**config.mk**
```make
export PLATFORM = sky130hd
export DESIGN_NAME = lut_multiplier_seq
export DESIGN_NICKNAME = d
export VERILOG_FILES = /design/src/rtl/lut_mult_pkg.sv /design/src/rtl/lut_pp_radix4.sv /design/src/rtl/lut_multiplier_seq.sv
export SDC_FILE = /design/constraint.sdc
export NUM_CORES = 1
export LEC_CHECK = 0
export ABC_AREA = 1
export CORE_MARGIN = 5
export CORE_UTILIZATION = 51
export CTS_BUF_LIST = sky130_fd_sc_hd__clkbuf_16
export CTS_CLUSTER_SIZE = 8
export DETAILED_ROUTE_END_ITERATION = 8
export MAX_ROUTING_LAYER = met4
export PLACE_DENSITY = 0.76
export SYNTH_ARGS = -nofsm -noshare
export SYNTH_HDL_FRONTEND = slang
export SYNTH_HIERARCHICAL = 1
export SYNTH_SLANG_ARGS = --single-unit
```
**constraint.sdc**
```tcl
create_clock -name clk -period 3 [get_ports clk]
set_clock_uncertainty 0.15 [all_clocks]
set_input_delay 0.45 -clock clk [delete_from_list [all_inputs] [get_ports clk]]
set_output_delay 0.45 -clock clk [all_outputs]
set_load 0.01 [all_outputs]
```
**src/rtl/lut_mult_pkg.sv**
```systemverilog
// ============================================================================
//  lut_mult_pkg
//  Shared state encoding and width helper for the iterative LUT multiplier.
//  Revision: 1.0
// ============================================================================
`default_nettype none

package lut_mult_pkg;

    typedef enum logic [0:0] {
        ST_IDLE = 1'b0,
        ST_RUN  = 1'b1
    } state_t;

    // Ceiling log2; the caller clamps to a minimum of one bit.
    function automatic int clog2(input int value);
        int r;
        r = 0;
        while ((1 << r) < value) begin
            r++;
        end
        return r;
    endfunction

endpackage

`default_nettype wire

```
**src/rtl/lut_pp_radix4.sv**
```systemverilog
// ============================================================================
//  lut_pp_radix4
//  Radix-4 partial-product lookup: pp = a * sel for sel in {0,1,2,3}.
//  Revision: 1.0
// ============================================================================
`default_nettype none

module lut_pp_radix4 #(
    parameter int WIDTH_A = 4
) (
    input  logic [WIDTH_A-1:0] a,
    input  logic [1:0]         sel,
    output logic [WIDTH_A+1:0] pp
);

    always_comb begin
        pp = '0;
        case (sel)
            2'd0:    pp = '0;
            2'd1:    pp = {2'b00, a};
            2'd2:    pp = {1'b0, a, 1'b0};
            2'd3:    pp = {2'b00, a} + {1'b0, a, 1'b0};
            default: pp = '0;
        endcase
    end

endmodule

`default_nettype wire

```
**src/rtl/lut_multiplier_seq.sv**
```systemverilog
// ============================================================================
//  lut_multiplier_seq
//  Iterative unsigned multiplier retiring two bits of B per clock.
//  Revision: 1.0
// ============================================================================
`default_nettype none

module lut_multiplier_seq
    import lut_mult_pkg::*;
#(
    parameter int WIDTH_A    = 4,
    parameter int WIDTH_B    = 8,
    parameter int EARLY_EXIT = 0
) (
    input  logic                       clk,
    input  logic                       reset,
    input  logic                       start,
    input  logic [WIDTH_A-1:0]         A,
    input  logic [WIDTH_B-1:0]         B,
    output logic [WIDTH_A+WIDTH_B-1:0] M,
    output logic                       done,
    output logic                       busy
);

    localparam int C_N  = WIDTH_B / 2;
    localparam int C_PW = WIDTH_A + WIDTH_B;
    localparam int C_SW = (clog2(C_N) < 1) ? 1 : clog2(C_N);
    localparam logic [C_SW-1:0] C_LAST = C_SW'(C_N - 1);

    state_t              r_state;
    state_t              w_state_next;
    logic [WIDTH_A-1:0]  r_a;
    logic [WIDTH_B-1:0]  r_b_sh;
    logic [WIDTH_B-1:0]  w_b_rest;
    logic [C_SW-1:0]     r_step;
    logic [C_PW-1:0]     r_acc;
    logic [C_PW-1:0]     w_acc_next;
    logic [C_PW-1:0]     w_pp_shifted;
    logic [WIDTH_A+1:0]  w_pp;
    logic [C_PW-1:0]     r_m;
    logic                r_done;
    logic                r_busy;
    logic                w_last;
    logic                w_accept;
    logic                w_finish;

    lut_pp_radix4 #(
        .WIDTH_A (WIDTH_A)
    ) u_pp (
        .a   (r_a),
        .sel (r_b_sh[1:0]),
        .pp  (w_pp)
    );

    assign w_pp_shifted = C_PW'(w_pp) << {r_step, 1'b0};
    assign w_acc_next   = r_acc + w_pp_shifted;
    assign w_b_rest     = r_b_sh >> 2;
    // Early exit looks at the digits still waiting after the current one.
    assign w_last       = (r_step == C_LAST) || ((EARLY_EXIT != 0) && (w_b_rest == '0));

    always_ff @(posedge clk or posedge reset) begin
        if (reset) begin
            r_state <= ST_IDLE;
        end else begin
            r_state <= w_state_next;
        end
    end

    always_comb begin
        w_state_next = r_state;
        w_accept     = 1'b0;
        w_finish     = 1'b0;
        case (r_state)
            ST_IDLE: begin
                if (start) begin
                    w_accept     = 1'b1;
                    w_state_next = ST_RUN;
                end
            end
            ST_RUN: begin
                if (w_last) begin
                    w_finish     = 1'b1;
                    w_state_next = ST_IDLE;
                end
            end
            default: w_state_next = ST_IDLE;
        endcase
    end

    always_ff @(posedge clk or posedge reset) begin
        if (reset) begin
            r_a    <= '0;
            r_b_sh <= '0;
            r_step <= '0;
            r_acc  <= '0;
            r_m    <= '0;
            r_done <= 1'b0;
            r_busy <= 1'b0;
        end else begin
            r_done <= w_finish;
            if (w_accept) begin
                r_a    <= A;
                r_b_sh <= B;
                r_step <= '0;
                r_acc  <= '0;
                r_busy <= 1'b1;
            end else if (r_state == ST_RUN) begin
                r_acc  <= w_acc_next;
                r_b_sh <= w_b_rest;
                r_step <= r_step + 1'b1;
                if (w_finish) begin
                    r_m    <= w_acc_next;
                    r_busy <= 1'b0;
                end
            end
        end
    end

    assign M    = r_m;
    assign done = r_done;
    assign busy = r_busy;

endmodule

`default_nettype wire

```
==> impl_metrics.yaml, run 1 <==
status:
  status: "finished, violations left"
  violations: "negative setup slack"
drt:
  first_iter_violations: 276
  drt-total-wl_mm: 7.28
  first_pass_iters: 5
  vias_per_cell: 5.32
  wl_per_cell_um: 15.3
  vias: 2539
  antenna_left: 0
  drc: 0
layout:
  synthToLayoutAreaGrowth_pct: 38.0
  final_common_cell: "nand2_1"
  stdcell_area_um2: 3530
  finalNonFillerCells: 477
  drive_above_1_share_pct: 24.6
  final_cell_mix: "116 x nand2_1, 41 x dfrtp_1, 35 x inv_1"
  diodes: 0
  nFillCells: 347
  layout.nets: 442
sta:
  timing.hold.ws_ns: 0.320
  hold_violations: 0
  min_period_over_period_pct: 101
  worst_slack_ns: -0.0362
  rsz0062_at_grt: "true"
  slew_viol_final: 0
  max_slew.worst_pin.slew_ns: 0.762
  setup_viol: 6
  period_needed_ns: 3.04
  fmax_ghz: 0.329
  slew_headroom_pct: 49.0
floorplanning:
  die-area_um2: 6530
  rows: 25
  die_x_um: 80.8
  pin_count: 29
  die-height_um: 80.8
  core-area_um2: 4790
  start_util_pct: 53.4
power_and_ir_drop:
  p_clk_share_pct: 17.2
  power_frac_seq_pct: 27.0
  switching_share_pct: 42.2
  finalPower_mw: 3.57
  netSwitchingPower_mw: 1.51
  combPwrFrac_pct: 55.8
  cellPowerDensity_nw_per_um2: 1010
  ir_drop_mv: 0.535
  p_int_mw: 2.06
  p_leak_nw: 1.77
critical_path:
  start_kind: "flip-flop"
  slowest_stage: "ha_1"
  worst-path-max-fanout: 4
  cpMostUsedCell: "nand3_1"
  cpPeakStageDelay_ns: 0.40
  path_cells: "ha_2 -> inv_2 -> fa_2 -> or2_4 -> nand3_2 -> nand3_2 -> mux2i_1 -> nor2_1 -> ha_1 -> nand2_2 -> nor2_2 -> nand3_1 -> nand3_1 -> nand2_1 -> nand3_1 -> nand2_1"
  end_kind: "flip-flop"
  critical-path-top-delay-family: "simple AND/OR/NAND/NOR gates"
  cp.required_ns: 3.03
  crit_buf_inv: 1
  criticalPathCategory: "reg2reg"
  crit_arrival_ns: 3.07
synthesis:
  synthesis.nets: 383
  synth_edf_count: 0
  synth_top_area_cell: "dfrtp_1"
  async_reset_ff_share_pct: 100
  synth_cell_types: 25
  syn-cell-area_um2: 2560
  yosysSeqAreaShare_pct: 40.1
  ys.flop_type: "dfrtp_1"
  syn_inst: 350
  synth_top_cell_area_share_pct: 40.1
  synth.area.top_cells: "dfrtp_1 40%, nand2_1 19%, ha_1 7.8%, inv_1 6.0%, nand3_1 5.5%"
  synth_seq_cells: 41
  avgSynthCellArea_um2: 7.31
  synth_warnings: 6
clock_tree:
  cts_buffers: 5
  cts_tree: "built"
  clk_path_buf_depth: 2
  clkTransAtPathRegs_ns: 0.07
  insertion_delay_ns: 0.29
  cts-root-buf: "clkbuf_16"
  cts.sinks: 41
  htreeDepth: 2
placement:
  dp_cells: 455
  dp_hpwl_mm: 4.53
  placed_area_um2: 3020
  port_buffers: 28
  gp_congestion: 1.01
global_route:
  grt_pass1_wl_mm: 11.0
  grt_pass1_vias: 2364
  grt_max_degree: 42
  overflow: 0
  track_usage_pct: 22.8
  antenna_found_initial: 0
job:
  max_cap_violations: 0
min_path:
  hold_class: "reg2reg"
## worst min-delay path, stage by stage (launching register included)
cell,delay (ns)
dfrtp_1,0.34
nand2_1,0.05
nand2_1,0.04
## cells by family after synthesis
family	synth area share, %
AOI/OAI and AO/OA	7.68
DFF	40.1
muxes	1.57
buffers and inverters	8.22
xor gates and xnor gates	1.37
adders and majority gates	9.39
and+or+nand+nor	31.7
## area by class of cell
type	count	area (µm²)	share of cell area, %
clock buffer	5	125	3.55
clock inverter	3	41.3	1.17
inverter	47	176	5.00
multi-input combinational	255	1560	44.1
sequential	41	1030	29.1
tap	67	83.8	2.38
timing repair buffer	59	520	14.8
## registers in the layout, summed over array words and instances, names as in the netlist
register,cells
M,12
r_a,4
done,1
r_acc,12
r_state,1
busy,1
r_b_sh,8
r_step,2
## cell usage after synthesis, types with 3 or more instances
cell type,number
dfrtp_1,41
mux2i_1,4
xor2_1,3
o221ai_1,3
o211ai_1,5
o21ai_0,18
nand4_1,4
inv_2,6
inv_1,41
buf_2,6
a21oi_1,5
nand2_1,131
nand3_1,28
nor2_1,24
ha_1,16
## layer usage
layer	up-vias	wire length, µm	track usage (%)
met3	20	487	4.21
met1	1167	3160	28.8
li1	1223	-	-
met2	129	3500	37.8
met4	0	126	5.74
met5	-	0	-
## worst paths after layout
kind / from / endpoint / slack (ns) / cells after the start
max: r_a[1] / r_acc[10] / -0.04 / 16
min: M[9] / M[9] / 0.32 / 2
max reg2reg: r_a[1] / r_acc[10] / -0.04 / 16
min reg2reg: M[9] / M[9] / 0.32 / 2
max in group asynchronous: reset / M[1] / 1.88 / 3
min in group asynchronous: reset / r_acc[10] / 0.45 / 3
## power by group through the flow
stage	registers [mW]	clock network [mW]	logic, mW
global route	0.997	0.643	2.18
global placement	0.946	0	1.47
finish	0.964	0.613	1.99
detailed placement	0.951	0	1.48
CTS	0.944	0.618	1.64
floorplan	0.937	0	0.936
## stage by stage
stage	setup WS, ns	utilization [%]	setup TNS [ns]
6_report	-0.0362	73.7	-0.101
5_1_grt	-0.166	73.7	-1.82
4_1_cts	-0.00721	68.5	-0.0100
3_5_place_dp	-0.161	63.0	-1.60
3_3_place_gp	-0.0613	63.0	-0.413
2_1_floorplan	0.191	-	0
## repair_timing
item	4_1_cts	5_1_grt
hold buffers	0	0
setup buffers	8	6
gates resized for setup	13	51
pin swaps	16	35
endpoints found under the setup margin	16	16
Power figures use the tool's default switching activity.
==> run 2, diff against run 1 <==
--- a/config.mk
+++ b/config.mk
@@ -13,6 +13,7 @@
 export DETAILED_ROUTE_END_ITERATION = 8
 export MAX_ROUTING_LAYER = met4
 export PLACE_DENSITY = 0.76
+export RECOVER_POWER = 100
 export SYNTH_ARGS = -nofsm -noshare
 export SYNTH_HDL_FRONTEND = slang
 export SYNTH_HIERARCHICAL = 1
==> impl_metrics.yaml, run 2 (synthesis gave the netlist of run 1 again) <==
drt:
  drt-total-wl_mm: 7.24
  antenna_left: 0
  vias: 2532
  vias_per_cell: 5.31
  drc: 0
  first_pass_iters: 5
  first_iter_violations: 276
  wl_per_cell_um: 15.2
layout:
  drive_above_1_share_pct: 24.6
  final_cell_mix: "116 x nand2_1, 41 x dfrtp_1, 35 x inv_1"
  final_util_pct: 73.7
  stdcell_area_um2: 3530
  finalNonFillerCells: 477
  final_common_cell: "nand2_1"
  diodes: 0
  layout.nets: 442
  synthToLayoutAreaGrowth_pct: 37.9
  nFillCells: 348
critical_path:
  crit_arrival_ns: 3.06
  r2r_start: "r_a[1]"
  crit_end: "M[5]"
  r2r_end: "M[5]"
  r2r_slack_ns: -0.03
  end_kind: "flip-flop"
  cp-startpoint: "r_a[1]"
  cp.required_ns: 3.02
  start_kind: "flip-flop"
  worst-path-max-fanout: 5
  criticalPathCategory: "reg2reg"
  reg2reg_depth: 14
floorplanning:
  die-height_um: 80.8
  die_x_um: 80.8
  core-area_um2: 4790
  die-area_um2: 6530
  pin_count: 29
  rows: 25
  start_util_pct: 53.4
placement:
  placed_area_um2: 3020
  gp_congestion: 1.01
  port_buffers: 28
  dp_hpwl_mm: 4.53
  dp_cells: 455
  dp_slack_ns: -0.161
sta:
  period_needed_ns: 3.03
  slew_headroom_pct: 30.2
  slew_viol_final: 0
  rsz0062_at_grt: "true"
  worst_slack_ns: -0.0317
  setup_viol: 5
  hold_violations: 0
  min_period_over_period_pct: 101
  fmax_ghz: 0.330
  max_slew.worst_pin.slew_ns: 1.05
clock_tree:
  clkTransAtPathRegs_ns: 0.07
  hold_buffers: 0
  clk_path_buf_depth: 2
  htreeDepth: 2
  cts.sinks: 41
  cts_buffers: 5
  cts_tree: "built"
  cts-root-buf: "clkbuf_16"
  insertion_delay_ns: 0.29
power_and_ir_drop:
  cellPowerDensity_nw_per_um2: 1010
  p_leak_nw: 1.76
  ir_drop_mv: 0.536
min_path:
  hold_class: "reg2reg"
global_route:
  overflow: 0
  grt_max_degree: 42
  grt_pass1_wl_mm: 11.0
  grt_pass1_vias: 2364
  antenna_found_initial: 0
  track_usage_pct: 22.8
status:
  status: "finished, violations left"
  violations: "negative setup slack"
job:
  max_cap_violations: 0
[run 2: changes by cell type in the layout (fill, tap and decap cells not counted)]
cell and delta:
clkdlybuf4s50_1 -1, buf_4 -1, clkbuf_2 +1, dlygate4sd3_1 +1
[run 2: routing by layer]
metal	share of wire [%]	up-vias	wire length [µm]	track usage (%)
met5	0	-	0	-
met4	1.6	0	116	5.74
met3	6.7	16	484	4.21
met2	49	122	3520	37.8
met1	43	1170	3120	28.8
li1	-	1224	-	-
[run 2: how the worst min path moves through the flow]
stage	from	to	slack, ns	depth (start not counted)
2_1_floorplan	r_acc[7]	r_acc[7]	0.31	2
3_3_place_gp	M[8]	M[8]	0.32	2
3_5_place_dp	M[6]	M[6]	0.31	2
4_1_cts	M[8]	M[8]	0.33	2
5_1_grt	M[4]	M[4]	0.35	2
6_report	M[9]	M[9]	0.32	2
[run 2: worst max-delay path: stages (launching register included)]
cell      delay, ns
dfrtp_1        0.41
ha_2           0.21
inv_2          0.05
fa_2           0.43
o221ai_2       0.20
mux2i_1        0.13
nor2_1         0.26
ha_4           0.27
nand2_2        0.08
nand3_2        0.15
nand2_1        0.13
nand2_1        0.08
or2_1          0.23
nand3_1        0.09
nand2_1        0.06
[run 2: through the flow]
stage	hold WS, ns	setup TNS, ns	power [mW]
floorplan	0.305	0	1.87
global placement	0.315	-0.413	2.41
detailed placement	0.314	-1.60	2.43
CTS	0.333	-0.0100	3.20
global route	0.349	-1.82	3.82
finish	0.320	-0.0637	3.56
[run 2: cell type report]
class	count	area, µm²	area share [%]
clock buffers	5	125	3.55
clock inverters	3	41.3	1.17
inverters	47	176	5.00
multi-input cells	255	1560	44.1
flip-flops and latches	41	1030	29.1
well taps	67	83.8	2.38
repair buffers	59	518	14.7
[run 2: power breakdown]
group / switching (mW) / total, mW / internal [mW]
clock: 0.224 / 0.613 / 0.390
sequential: 0.191 / 0.962 / 0.771
combinational: 1.08 / 1.98 / 0.900
total: 1.50 / 3.56 / 2.06
[run 2: what timing repair did]
action / CTS / global route
setup endpoints to repair: 16 / 16
resized for setup: 13 / 51
pin swaps: 16 / 35
buffers inserted: 8 / 6
endpoints found under the hold margin: 0 / 0
cloned: 0 / 0
